### src/rtl/motor_pkg.sv
// Shared types and helpers for the multi-channel signed-command PWM motor driver.
// Direction decode and the dead-time rule live here so every channel applies the same policy.
package motor_pkg;

    typedef enum logic [2:0] {
        IDLE  = 3'd0,
        FWD   = 3'd1,
        REV   = 3'd2,
        BRAKE = 3'd3,
        DEAD  = 3'd4
    } mot_state_t;

    // Target drive state implied by the sign of a latched command.
    function automatic mot_state_t tgt_dir(input logic neg, input logic zero, input logic brk_zero);
        if (zero) begin
            return brk_zero ? BRAKE : IDLE;
        end else if (neg) begin
            return REV;
        end else begin
            return FWD;
        end
    endfunction

    // Only IDLE may jump straight to a new state; any change away from a driven state gets dead time.
    function automatic logic needs_dead(input mot_state_t cur, input mot_state_t tgt);
        return (cur != IDLE) && (cur != tgt);
    endfunction

endpackage

### src/rtl/motor_pwm_chan.sv
// One motor channel: period-boundary command latch, saturating magnitude,
// direction FSM with dead time, and registered fwd/rev/busy outputs.
module motor_pwm_chan
    import motor_pkg::*;
#(
    parameter int W        = 12,
    parameter int DEAD_CYC = 16,
    parameter int BRK_ZERO = 1
) (
    input  logic         clk,
    input  logic         rst_n,
    input  logic         en,
    input  logic [W-2:0] cnt,
    input  logic         wrap,
    input  logic [W-1:0] cmd,
    output logic         fwd,
    output logic         rev,
    output logic         busy
);

    localparam int CW = W - 1;
    localparam int DW = $clog2(DEAD_CYC + 1);
    localparam logic [DW-1:0] DEAD_LOAD = DW'(DEAD_CYC - 1);

    mot_state_t    state_q, state_d;
    mot_state_t    dead_tgt_q, dead_tgt_d;
    logic [DW-1:0] dead_cnt_q, dead_cnt_d;
    logic [W-1:0]  cmd_q, cmd_d;
    logic          fwd_q, fwd_d;
    logic          rev_q, rev_d;
    logic          busy_q, busy_d;
    logic [CW-1:0] mag;
    mot_state_t    tgt;

    always_ff @(posedge clk or negedge rst_n) begin
        if (!rst_n) begin
            state_q    <= IDLE;
            dead_tgt_q <= IDLE;
            dead_cnt_q <= '0;
            cmd_q      <= '0;
            fwd_q      <= 1'b0;
            rev_q      <= 1'b0;
            busy_q     <= 1'b0;
        end else begin
            state_q    <= state_d;
            dead_tgt_q <= dead_tgt_d;
            dead_cnt_q <= dead_cnt_d;
            cmd_q      <= cmd_d;
            fwd_q      <= fwd_d;
            rev_q      <= rev_d;
            busy_q     <= busy_d;
        end
    end

    // The most negative command has no positive twin; it saturates to full scale.
    always_comb begin
        cmd_d = wrap ? cmd : cmd_q;
        if (!cmd_q[W-1]) begin
            mag = cmd_q[CW-1:0];
        end else if (cmd_q[CW-1:0] == '0) begin
            mag = '1;
        end else begin
            mag = ~cmd_q[CW-1:0] + CW'(1);
        end
        tgt = tgt_dir(cmd_q[W-1], cmd_q == '0, BRK_ZERO != 0);
    end

    always_comb begin
        state_d    = state_q;
        dead_tgt_d = dead_tgt_q;
        dead_cnt_d = dead_cnt_q;
        if (!en) begin
            state_d    = IDLE;
            dead_cnt_d = '0;
        end else if (state_q == DEAD) begin
            // The target was frozen on entry; a newer command is judged after exit.
            if (dead_cnt_q == '0) begin
                state_d = dead_tgt_q;
            end else begin
                dead_cnt_d = dead_cnt_q - DW'(1);
            end
        end else if (tgt != state_q) begin
            if (needs_dead(state_q, tgt)) begin
                state_d    = DEAD;
                dead_tgt_d = tgt;
                dead_cnt_d = DEAD_LOAD;
            end else begin
                state_d = tgt;
            end
        end
    end

    always_comb begin
        fwd_d  = 1'b0;
        rev_d  = 1'b0;
        busy_d = 1'b0;
        if (en) begin
            case (state_q)
                FWD:     fwd_d = (cnt < mag);
                REV:     rev_d = (cnt < mag);
                BRAKE: begin
                    fwd_d = 1'b1;
                    rev_d = 1'b1;
                end
                DEAD:    busy_d = 1'b1;
                default: ;
            endcase
        end
    end

    assign fwd  = fwd_q;
    assign rev  = rev_q;
    assign busy = busy_q;

endmodule

### src/rtl/motor_pwm_multi.sv
// N-channel signed-command PWM motor driver: one shared period counter feeding
// independent per-channel direction/dead-time engines.
module motor_pwm_multi
    import motor_pkg::*;
#(
    parameter int NCH      = 2,
    parameter int W        = 12,
    parameter int DEAD_CYC = 16,
    parameter int BRK_ZERO = 1
) (
    input  logic             clk,
    input  logic             rst_n,
    input  logic             en,
    input  logic [NCH*W-1:0] cmd,
    output logic [NCH-1:0]   fwd,
    output logic [NCH-1:0]   rev,
    output logic [NCH-1:0]   busy
);

    localparam int CW = W - 1;

    logic [CW-1:0] cnt_q, cnt_d;
    logic          wrap;

    always_ff @(posedge clk or negedge rst_n) begin
        if (!rst_n) begin
            cnt_q <= '0;
        end else begin
            cnt_q <= cnt_d;
        end
    end

    // Natural binary rollover gives the max->0 wrap; wrap marks the command-sampling cycle.
    always_comb begin
        cnt_d = cnt_q + CW'(1);
        wrap  = &cnt_q;
    end

    for (genvar gi = 0; gi < NCH; gi++) begin : g_chan
        motor_pwm_chan #(
            .W        (W),
            .DEAD_CYC (DEAD_CYC),
            .BRK_ZERO (BRK_ZERO)
        ) u_chan (
            .clk   (clk),
            .rst_n (rst_n),
            .en    (en),
            .cnt   (cnt_q),
            .wrap  (wrap),
            .cmd   (cmd[gi*W +: W]),
            .fwd   (fwd[gi]),
            .rev   (rev[gi]),
            .busy  (busy[gi])
        );
    end

endmodule
### config.mk
export PLATFORM = sky130hd
export DESIGN_NAME = motor_pwm_multi
export DESIGN_NICKNAME = d
export VERILOG_FILES = /design/src/rtl/motor_pkg.sv /design/src/rtl/motor_pwm_chan.sv /design/src/rtl/motor_pwm_multi.sv
export SDC_FILE = /design/constraint.sdc
export NUM_CORES = 1
export LEC_CHECK = 0
export BUFFER_PORTS_ARGS = -buffer_cell sky130_fd_sc_hd__buf_2
export CAP_MARGIN = 20
export CORE_MARGIN = 1
export CORE_UTILIZATION = 50
export DETAILED_ROUTE_END_ITERATION = 10
export PLACE_DENSITY = 0.75
export SLEW_MARGIN = 0
export SYNTH_ARGS = -nofsm -noshare
export SYNTH_HDL_FRONTEND = slang
export SYNTH_HIERARCHICAL = 1
export SYNTH_SLANG_ARGS = --single-unit
### constraint.sdc
create_clock -name clk -period 2.65 [get_ports clk]
set_input_delay 0.6625 -clock clk [delete_from_list [all_inputs] [get_ports clk]]
set_output_delay 0.6625 -clock clk [all_outputs]
set_load 0.03 [all_outputs]
==> flow_metrics.py, run 1 <==
metrics = {
    "outcome": {
        "status": "finished, violations left",
        "violations": "setup timing",
    },
    "worst_setup_path": {
        "slowest_stage": "dfrtp_1",
        "worst-path-buf-inv": 2,
        "cp.arrival_ps": 2960,
        "rr_endpoint": "g_chan[0].u_chan/rev",
        "critPathMaxStageDelay_ps": 410,
        "rrSetupSlack_ps": -90,
        "rr_startpoint": "g_chan[0].u_chan/cmd_q[0]",
        "path_cells": "inv_2 > ha_4 > nor3b_4 > nand3_4 > buf_4 > a21oi_1 > o22ai_1 > ha_1 > nand4_1 > nor2_1 > nand3_1 > o311ai_4 > a21oi_2",
        "cp_max_fo": 5,
        "critical_path_class": "flip-flop to flip-flop",
        "rr_worst_depth": 13,
        "critPathLaunchType": "flip-flop",
        "crit_family": "simple AND/OR/NAND/NOR gates",
        "endpoint_kind": "flip-flop",
        "worst_ep_required_time_ps": 2870,
    },
    "clocking": {
        "cts_tree": "built",
        "clk_pin_slew_worst_paths_ps": 70,
        "ctsHoldBuffers": 0,
        "numClockSinks": 61,
        "cts-root-buf": "clkbuf_8",
        "cts.path.max_buffers": 2,
        "numCtsBuffers": 9,
        "htreeDepth": 3,
        "clk_latency_ps": 350,
    },
    "placed_design": {
        "post-place-ws_ps": -93.57,
        "io_buffers": 32,
        "place_area_sq_um": 4504,
        "dp_cells": 576,
        "dpl.hpwl_microns": 6668,
        "gp_congestion": 0.9464,
    },
    "route": {
        "dr.max_layer_used": "met4",
        "via_per_inst": 5.911,
        "wl_per_cell_microns": 15.76,
        "drtAntennaViolNets": 0,
        "dr_wl_met3_microns": 411,
        "m1WireLength_microns": 4318,
        "drc": 0,
        "wl_met2_microns": 4628,
        "drt_iter0_drc": 235,
        "vias": 3588,
        "first_pass_iters": 5,
        "finalWirelength_microns": 9569,
    },
    "flow_run": {
        "drv_cap": 0,
    },
    "layout": {
        "fin_nets": 555,
        "layout_common_cells": "dfrtp_1, buf_4, nand2_1",
        "fin_cells": 607,
        "drive_above_1_share": 0.3287,
        "area_growth_pct": 25.66,
        "antenna_cells": 0,
        "final_common_cell": "dfrtp_1",
        "design_area_sq_um": 5042,
        "nFillCells": 615,
    },
    "synthesis": {
        "syn_nets": 479,
        "synth_seq_cells": 61,
        "syn_area_sq_um": 4013,
        "synthCells": 425,
        "synth_edf_count": 0,
        "synth_cell_types": 56,
        "yosys_warnings": 6,
        "synthFlopType": "dfrtp_1",
        "syn_area_per_cell_sq_um": 9.441,
        "synth_sequential_area_ratio": 0.3804,
        "async_flop_share": 1.000,
    },
    "die": {
        "ios": 33,
        "design.core.area_sq_um": 7727,
        "start_util": 0.5193,
        "die_y_microns": 91.59,
        "dieArea_sq_um": 8388,
        "die_width_microns": 91.59,
        "rows": 32,
    },
    "sta": {
        "timing.final.ws_setup_ps": -90.37,
        "worst_slew_pin_slew_ps": 614.1,
        "hold_viol": 0,
        "slew_headroom": 0.5906,
        "fin_crit_ps": 2740,
        "rsz0062_at_grt": "yes",
        "fin_skew_ps": 10.96,
        "report.final.slew_viol_count": 0,
        "min_period_over_period": 1.034,
        "max_freq_mhz": 364.9,
        "setup_viol": 4,
    },
    "global_route": {
        "grt_usage": 0.2422,
        "grt_pass1_wl_microns": 16220,
        "antenna_found_initial": 0,
        "grt_pass1_vias": 3456,
        "gr-total-overflow": 0,
        "grt_start_max_net_pins": 27,
    },
    "power_and_ir_drop": {
        "power.leakage_nw": 2.407,
        "total_power_mw": 2.622,
        "ir_drop_v": 0.0002183,
        "p_per_area_nw_per_um2": 520.0,
    },
    "min_path": {
        "hp-class": "input pin to async pin",
    },
}
layout make-up:
cell class	instances	area [sq um]	share of cell area
multi-input combinational	324	2535	0.5027
sequential	61	1526	0.3027
timing repair buffer	85	585.6	0.1161
clock buffer	14	162.7	0.03226
tap	102	127.6	0.02531
inverter	20	75.07	0.01489
clock inverter	1	30.03	0.005955
metrics by stage:
| step | utilization | setup TNS, ps | hold WS (ps) |
|---|---|---|---|
| after detailed placement | 0.5829 | -187.4 | 467.2 |
| final | 0.6525 | -183.4 | 315.0 |
| after global placement | 0.5829 | -55.14 | 463.9 |
| after global routing | 0.6525 | -837.2 | 357.1 |
| after CTS | 0.6266 | 0 | 337.2 |
| after floorplan | - | 0 | 366.9 |
routing by layer:
metal,up-vias,track usage
met2,79,0.3803
met1,1769,0.3289
met3,22,0.05109
met4,0,0.08730
li1,1718,-
met5,-,0
power by group:
group          switching, mW  total, mW  internal, mW
logic                  0.357      0.614         0.256
clock network          0.351      0.833         0.482
registers              0.148       1.18          1.03
total                  0.857       2.62          1.77
worst max-delay path by stage:
stage	startpoint	end	slack, ps	depth (start not counted)
6_report	g_chan[0].u_chan/cmd_q[0]	g_chan[0].u_chan/rev	-90	13
3_3_place_gp	g_chan[0].u_chan/cmd_q[0]	g_chan[0].u_chan/rev	-30	13
4_1_cts	g_chan[1].u_chan/cmd_q[1]	g_chan[1].u_chan/rev	5	12
2_1_floorplan	g_chan[1].u_chan/cmd_q[0]	g_chan[1].u_chan/fwd	50	13
5_1_grt	g_chan[0].u_chan/cmd_q[0]	g_chan[0].u_chan/rev	-230	13
3_5_place_dp	g_chan[0].u_chan/cmd_q[0]	g_chan[0].u_chan/fwd	-90	13
worst register-to-register path: stages (launching register included):
cell and delay, ps:
dfrtp_1 410, inv_2 100, ha_4 140, nor3b_4 300, nand3_4 160, buf_4 180, a21oi_1 150, o22ai_1 100
ha_1 290, nand4_1 130, nor2_1 130, nand3_1 130, o311ai_4 290, a21oi_2 90
state kept, by name, indices dropped and copies added (netlist names):
name / count
g_chan.u_chan/busy: 2
g_chan.u_chan/dead_tgt_q: 4
g_chan.u_chan/dead_cnt_q: 10
g_chan.u_chan/state_q: 6
g_chan.u_chan/rev: 2
cnt_q: 11
g_chan.u_chan/cmd_q: 24
g_chan.u_chan/fwd: 2
Yosys cell counts (3+ instances only):
master | number | area [sq um]
nor3b_1 | 9 | 67.56
dfrtp_1 | 61 | 1526
and4_4 | 3 | 33.78
ha_1 | 27 | 337.8
o21ai_0 | 20 | 100.1
xnor2_1 | 10 | 87.58
mux2i_1 | 4 | 40.04
o311a_1 | 4 | 40.04
nor3_1 | 13 | 65.06
nand2_1 | 37 | 138.9
a21oi_1 | 24 | 120.1
o21ai_1 | 7 | 35.03
nor2_1 | 28 | 105.1
o22ai_1 | 12 | 75.07
mux2_2 | 18 | 202.7
mux2_1 | 4 | 45.04
nand3_1 | 14 | 70.07
buf_2 | 5 | 25.02
and3_1 | 3 | 18.77
nand4_1 | 9 | 56.30
a21o_1 | 5 | 37.54
inv_1 | 20 | 75.07
o211a_1 | 9 | 90.09
a211oi_1 | 6 | 45.04
clkbuf_1 | 14 | 52.55
nor2b_1 | 8 | 50.05
a31o_2 | 4 | 35.03
a31oi_1 | 4 | 25.02
nand2b_1 | 5 | 31.28
cells by family after synthesis:
kind of cell / after synthesis / synth area share
XOR/XNOR: 11 / 0.02401
multiplexers: 26 / 0.07172
AO/OA/AOI/OAI: 111 / 0.1887
AND/OR/NAND/NOR: 149 / 0.2102
flip-flops: 61 / 0.3804
buffers and inverters: 40 / 0.04085
adder cells (fa/ha/maj): 27 / 0.08419
timing repair:
action	in CTS	in global routing
setup endpoints to repair	4	4
pin swaps	12	20
cloned	0	0
resized for setup	17	27
setup buffers	7	9
Note: power is estimated with default switching activity, not from simulation.
==> run 2: changes to the inputs <==
- SYNTH_HIERARCHICAL: 1 -> default
- clock period: 2.65 -> 2.2 ns (I/O delays scaled with it)
==> flow_metrics.py, run 2 <==
metrics = {
    "outcome": {
        "status": "finished, violations left",
        "violations": "setup timing",
    },
    "synthesis": {
        "synth_top_area_frac": 0.3826,
        "synthCells": 420,
        "syn_nets": 474,
        "syn_area_sq_um": 3990,
        "synth_edf_count": 0,
        "synth_sequential_area_ratio": 0.3826,
        "synth.most_common_cell": "dfrtp_1",
        "synth_area_leaders": "dfrtp_1, ha_1, mux2_2",
        "syn_area_per_cell_sq_um": 9.500,
        "synth_cell_types": 63,
        "yosys-top-cells-count": "dfrtp_1, nand2_1, nor2_1, ha_1, mux2_2",
        "yosysTopAreaCell": "dfrtp_1",
        "yosys_warnings": 0,
        "synthFlopType": "dfrtp_1",
        "async_flop_share": 1.000,
        "synth_seq_cells": 61,
    },
    "sta": {
        "min_period_over_period": 1.270,
        "setup_viol": 6,
        "timing.final.ws_setup_ps": -594.4,
        "worst_slew_pin_slew_ps": 647.2,
        "slew_headroom": 0.5685,
        "report.final.slew_viol_count": 0,
        "rsz0062_at_grt": "yes",
        "fin_crit_ps": 2794,
        "hold_viol": 0,
        "tns_ps": -2178,
        "max_freq_mhz": 357.9,
        "fin_skew_ps": 12.82,
    },
    "route": {
        "drc": 0,
        "first_pass_iters": 4,
        "vias": 3570,
        "wl_per_cell_microns": 15.51,
        "finalWirelength_microns": 9539,
        "drtAntennaViolNets": 0,
        "via_per_inst": 5.805,
        "drt_iter0_drc": 185,
    },
    "clocking": {
        "clk_pin_slew_worst_paths_ps": 70,
        "cts-root-buf": "clkbuf_8",
        "clk_latency_ps": 340,
        "numCtsBuffers": 9,
        "htreeDepth": 3,
        "cts.path.max_buffers": 2,
        "ctsHoldBuffers": 0,
        "cts_tree": "built",
        "numClockSinks": 61,
    },
    "layout": {
        "layout_common_cells": "buf_4, dfrtp_1, nand2_1",
        "final_util": 0.6506,
        "antenna_cells": 0,
        "final_common_cell": "buf_4",
        "regMostFlops": "g_chan.u_chan.cmd_q",
        "drive_above_1_share": 0.3665,
        "fin_nets": 564,
        "largest_reg_flops": 24,
        "area_growth_pct": 26.00,
        "biggestRegsByFlops": "g_chan.u_chan.cmd_q: 24 flops, cnt_q: 11 flops, g_chan.u_chan.dead_cnt_q: 10 flops",
    },
    "global_route": {
        "grt_pass1_wl_microns": 15800,
        "grt_start_max_net_pins": 27,
        "gr-total-overflow": 0,
        "grt_usage": 0.2369,
        "antenna_found_initial": 0,
        "grt_pass1_vias": 3442,
    },
    "worst_setup_path": {
        "cp.arrival_ps": 3040,
        "critical_path_class": "flip-flop to flip-flop",
        "cp_max_fo": 4,
        "worst_ep_required_time_ps": 2440,
        "critPathLaunchType": "flip-flop",
        "endpoint_kind": "flip-flop",
        "rrSetupSlack_ps": -590,
    },
    "min_path": {
        "hp-class": "input pin to async pin",
    },
    "die": {
        "die_width_microns": 91.33,
        "ios": 33,
        "start_util": 0.5164,
        "dieArea_sq_um": 8341,
        "die_y_microns": 91.33,
        "design.core.area_sq_um": 7727,
        "rows": 32,
    },
    "placed_design": {
        "io_buffers": 32,
        "gp_congestion": 0.9142,
        "dpl.hpwl_microns": 6962,
        "post-place-ws_ps": -646.9,
    },
    "power_and_ir_drop": {
        "power.leakage_nw": 2.390,
        "p_per_area_nw_per_um2": 677.6,
        "ir_drop_v": 0.0003862,
        "total_power_mw": 3.407,
    },
    "flow_run": {
        "drv_cap": 0,
    },
}
==> run 2: cell count changes in the layout (fill, tap and decap cells not counted), sizes merged, moves of 5 or more <==
cell / before / now
o211a: 9 / 0
mux2: 22 / 27
buf: 85 / 101
or3: 2 / 10
nor2: 28 / 33
nor3b: 10 / 5
a31o: 6 / 1
a31oi: 4 / 9
o21ai: 29 / 20
nor2b: 8 / 1
==> run 2: cell families (layout without fill, tap and decap cells) <==
family                   count (synthesis)  after routing  synth area share
multiplexers                            29             29           0.08216
flip-flops                              61             61            0.3826
AND/OR/NAND/NOR                        152            152            0.2104
XOR/XNOR                                11             11           0.02415
adder cells (fa/ha/maj)                 27             27           0.08467
AO/OA/AOI/OAI                           96             96            0.1584
buffers and inverters                   44            137           0.05770
==> run 2: timing repair <==
item,4_1_cts,5_1_grt
resized for setup,26,13
pin swaps,9,13
endpoints found under the setup margin,6,14
endpoints found under the hold margin,0,0
setup buffers,8,8
==> run 2: layer usage <==
layer,wire [microns],vias up,part of all wire,global-route usage
li1,-,1734,-,-
met3,294,16,0.031,0.03266
met5,0,-,0,0
met1,4298,1738,0.45,0.3128
met2,4776,82,0.50,0.3939
met4,170,0,0.018,0.09259
==> run 2: path summary, 6_finish.rpt <==
kind	start	end	depth (start not counted)
setup reg to reg	g_chan[0].u_chan.cmd_q[0]	g_chan[0].u_chan.rev	11
setup / recovery	g_chan[0].u_chan.cmd_q[0]	g_chan[0].u_chan.rev	11
min in group clk	cmd[10]	g_chan[0].u_chan.cmd_q[10]	2
max in group asynchronous	rst_n	g_chan[0].u_chan.cmd_q[6]	2
hold reg to reg	cnt_q[0]	cnt_q[1]	1
hold / removal	rst_n	g_chan[0].u_chan.busy	1
==> run 2: through the flow <==
stage               hold slack [ps]  cell area (sq um)  instances
detailed placement            496.9               4601        587
global route                  285.0               5027        615
finish                        232.9               5027        615
global placement              479.2               4601        587
CTS                           250.7               4933        609
floorplan                     254.4               4039        420
==> run 2: power breakdown <==
group          total (mW)  switching (mW)  internal (mW)
registers            1.49           0.239           1.25
clock network       0.812           0.421          0.391
logic                1.10           0.617          0.484
==> run 2: layout make-up <==
| type | count | area [sq um] |
|---|---|---|
| Multi-Input combinational cell | 315 | 2439 |
| Sequential cell | 61 | 1526 |
| Clock buffer | 11 | 131.4 |
| Tap cell | 102 | 127.6 |
| Inverter | 22 | 82.58 |
| Fill cell | 603 | 2700 |
| Timing Repair Buffer | 101 | 705.7 |
| Clock inverter | 3 | 15.01 |
==> run 2: worst max-delay path, cell delays in order, from the launching register on <==
cell,delay (ps)
dfrtp_1,400
or3_4,400
or3_4,370
nor3_4,170
a21oi_1,80
o21bai_1,160
ha_1,290
nand4_1,180
inv_2,70
a2111oi_4,320
a21oi_1,140
nor4_2,130
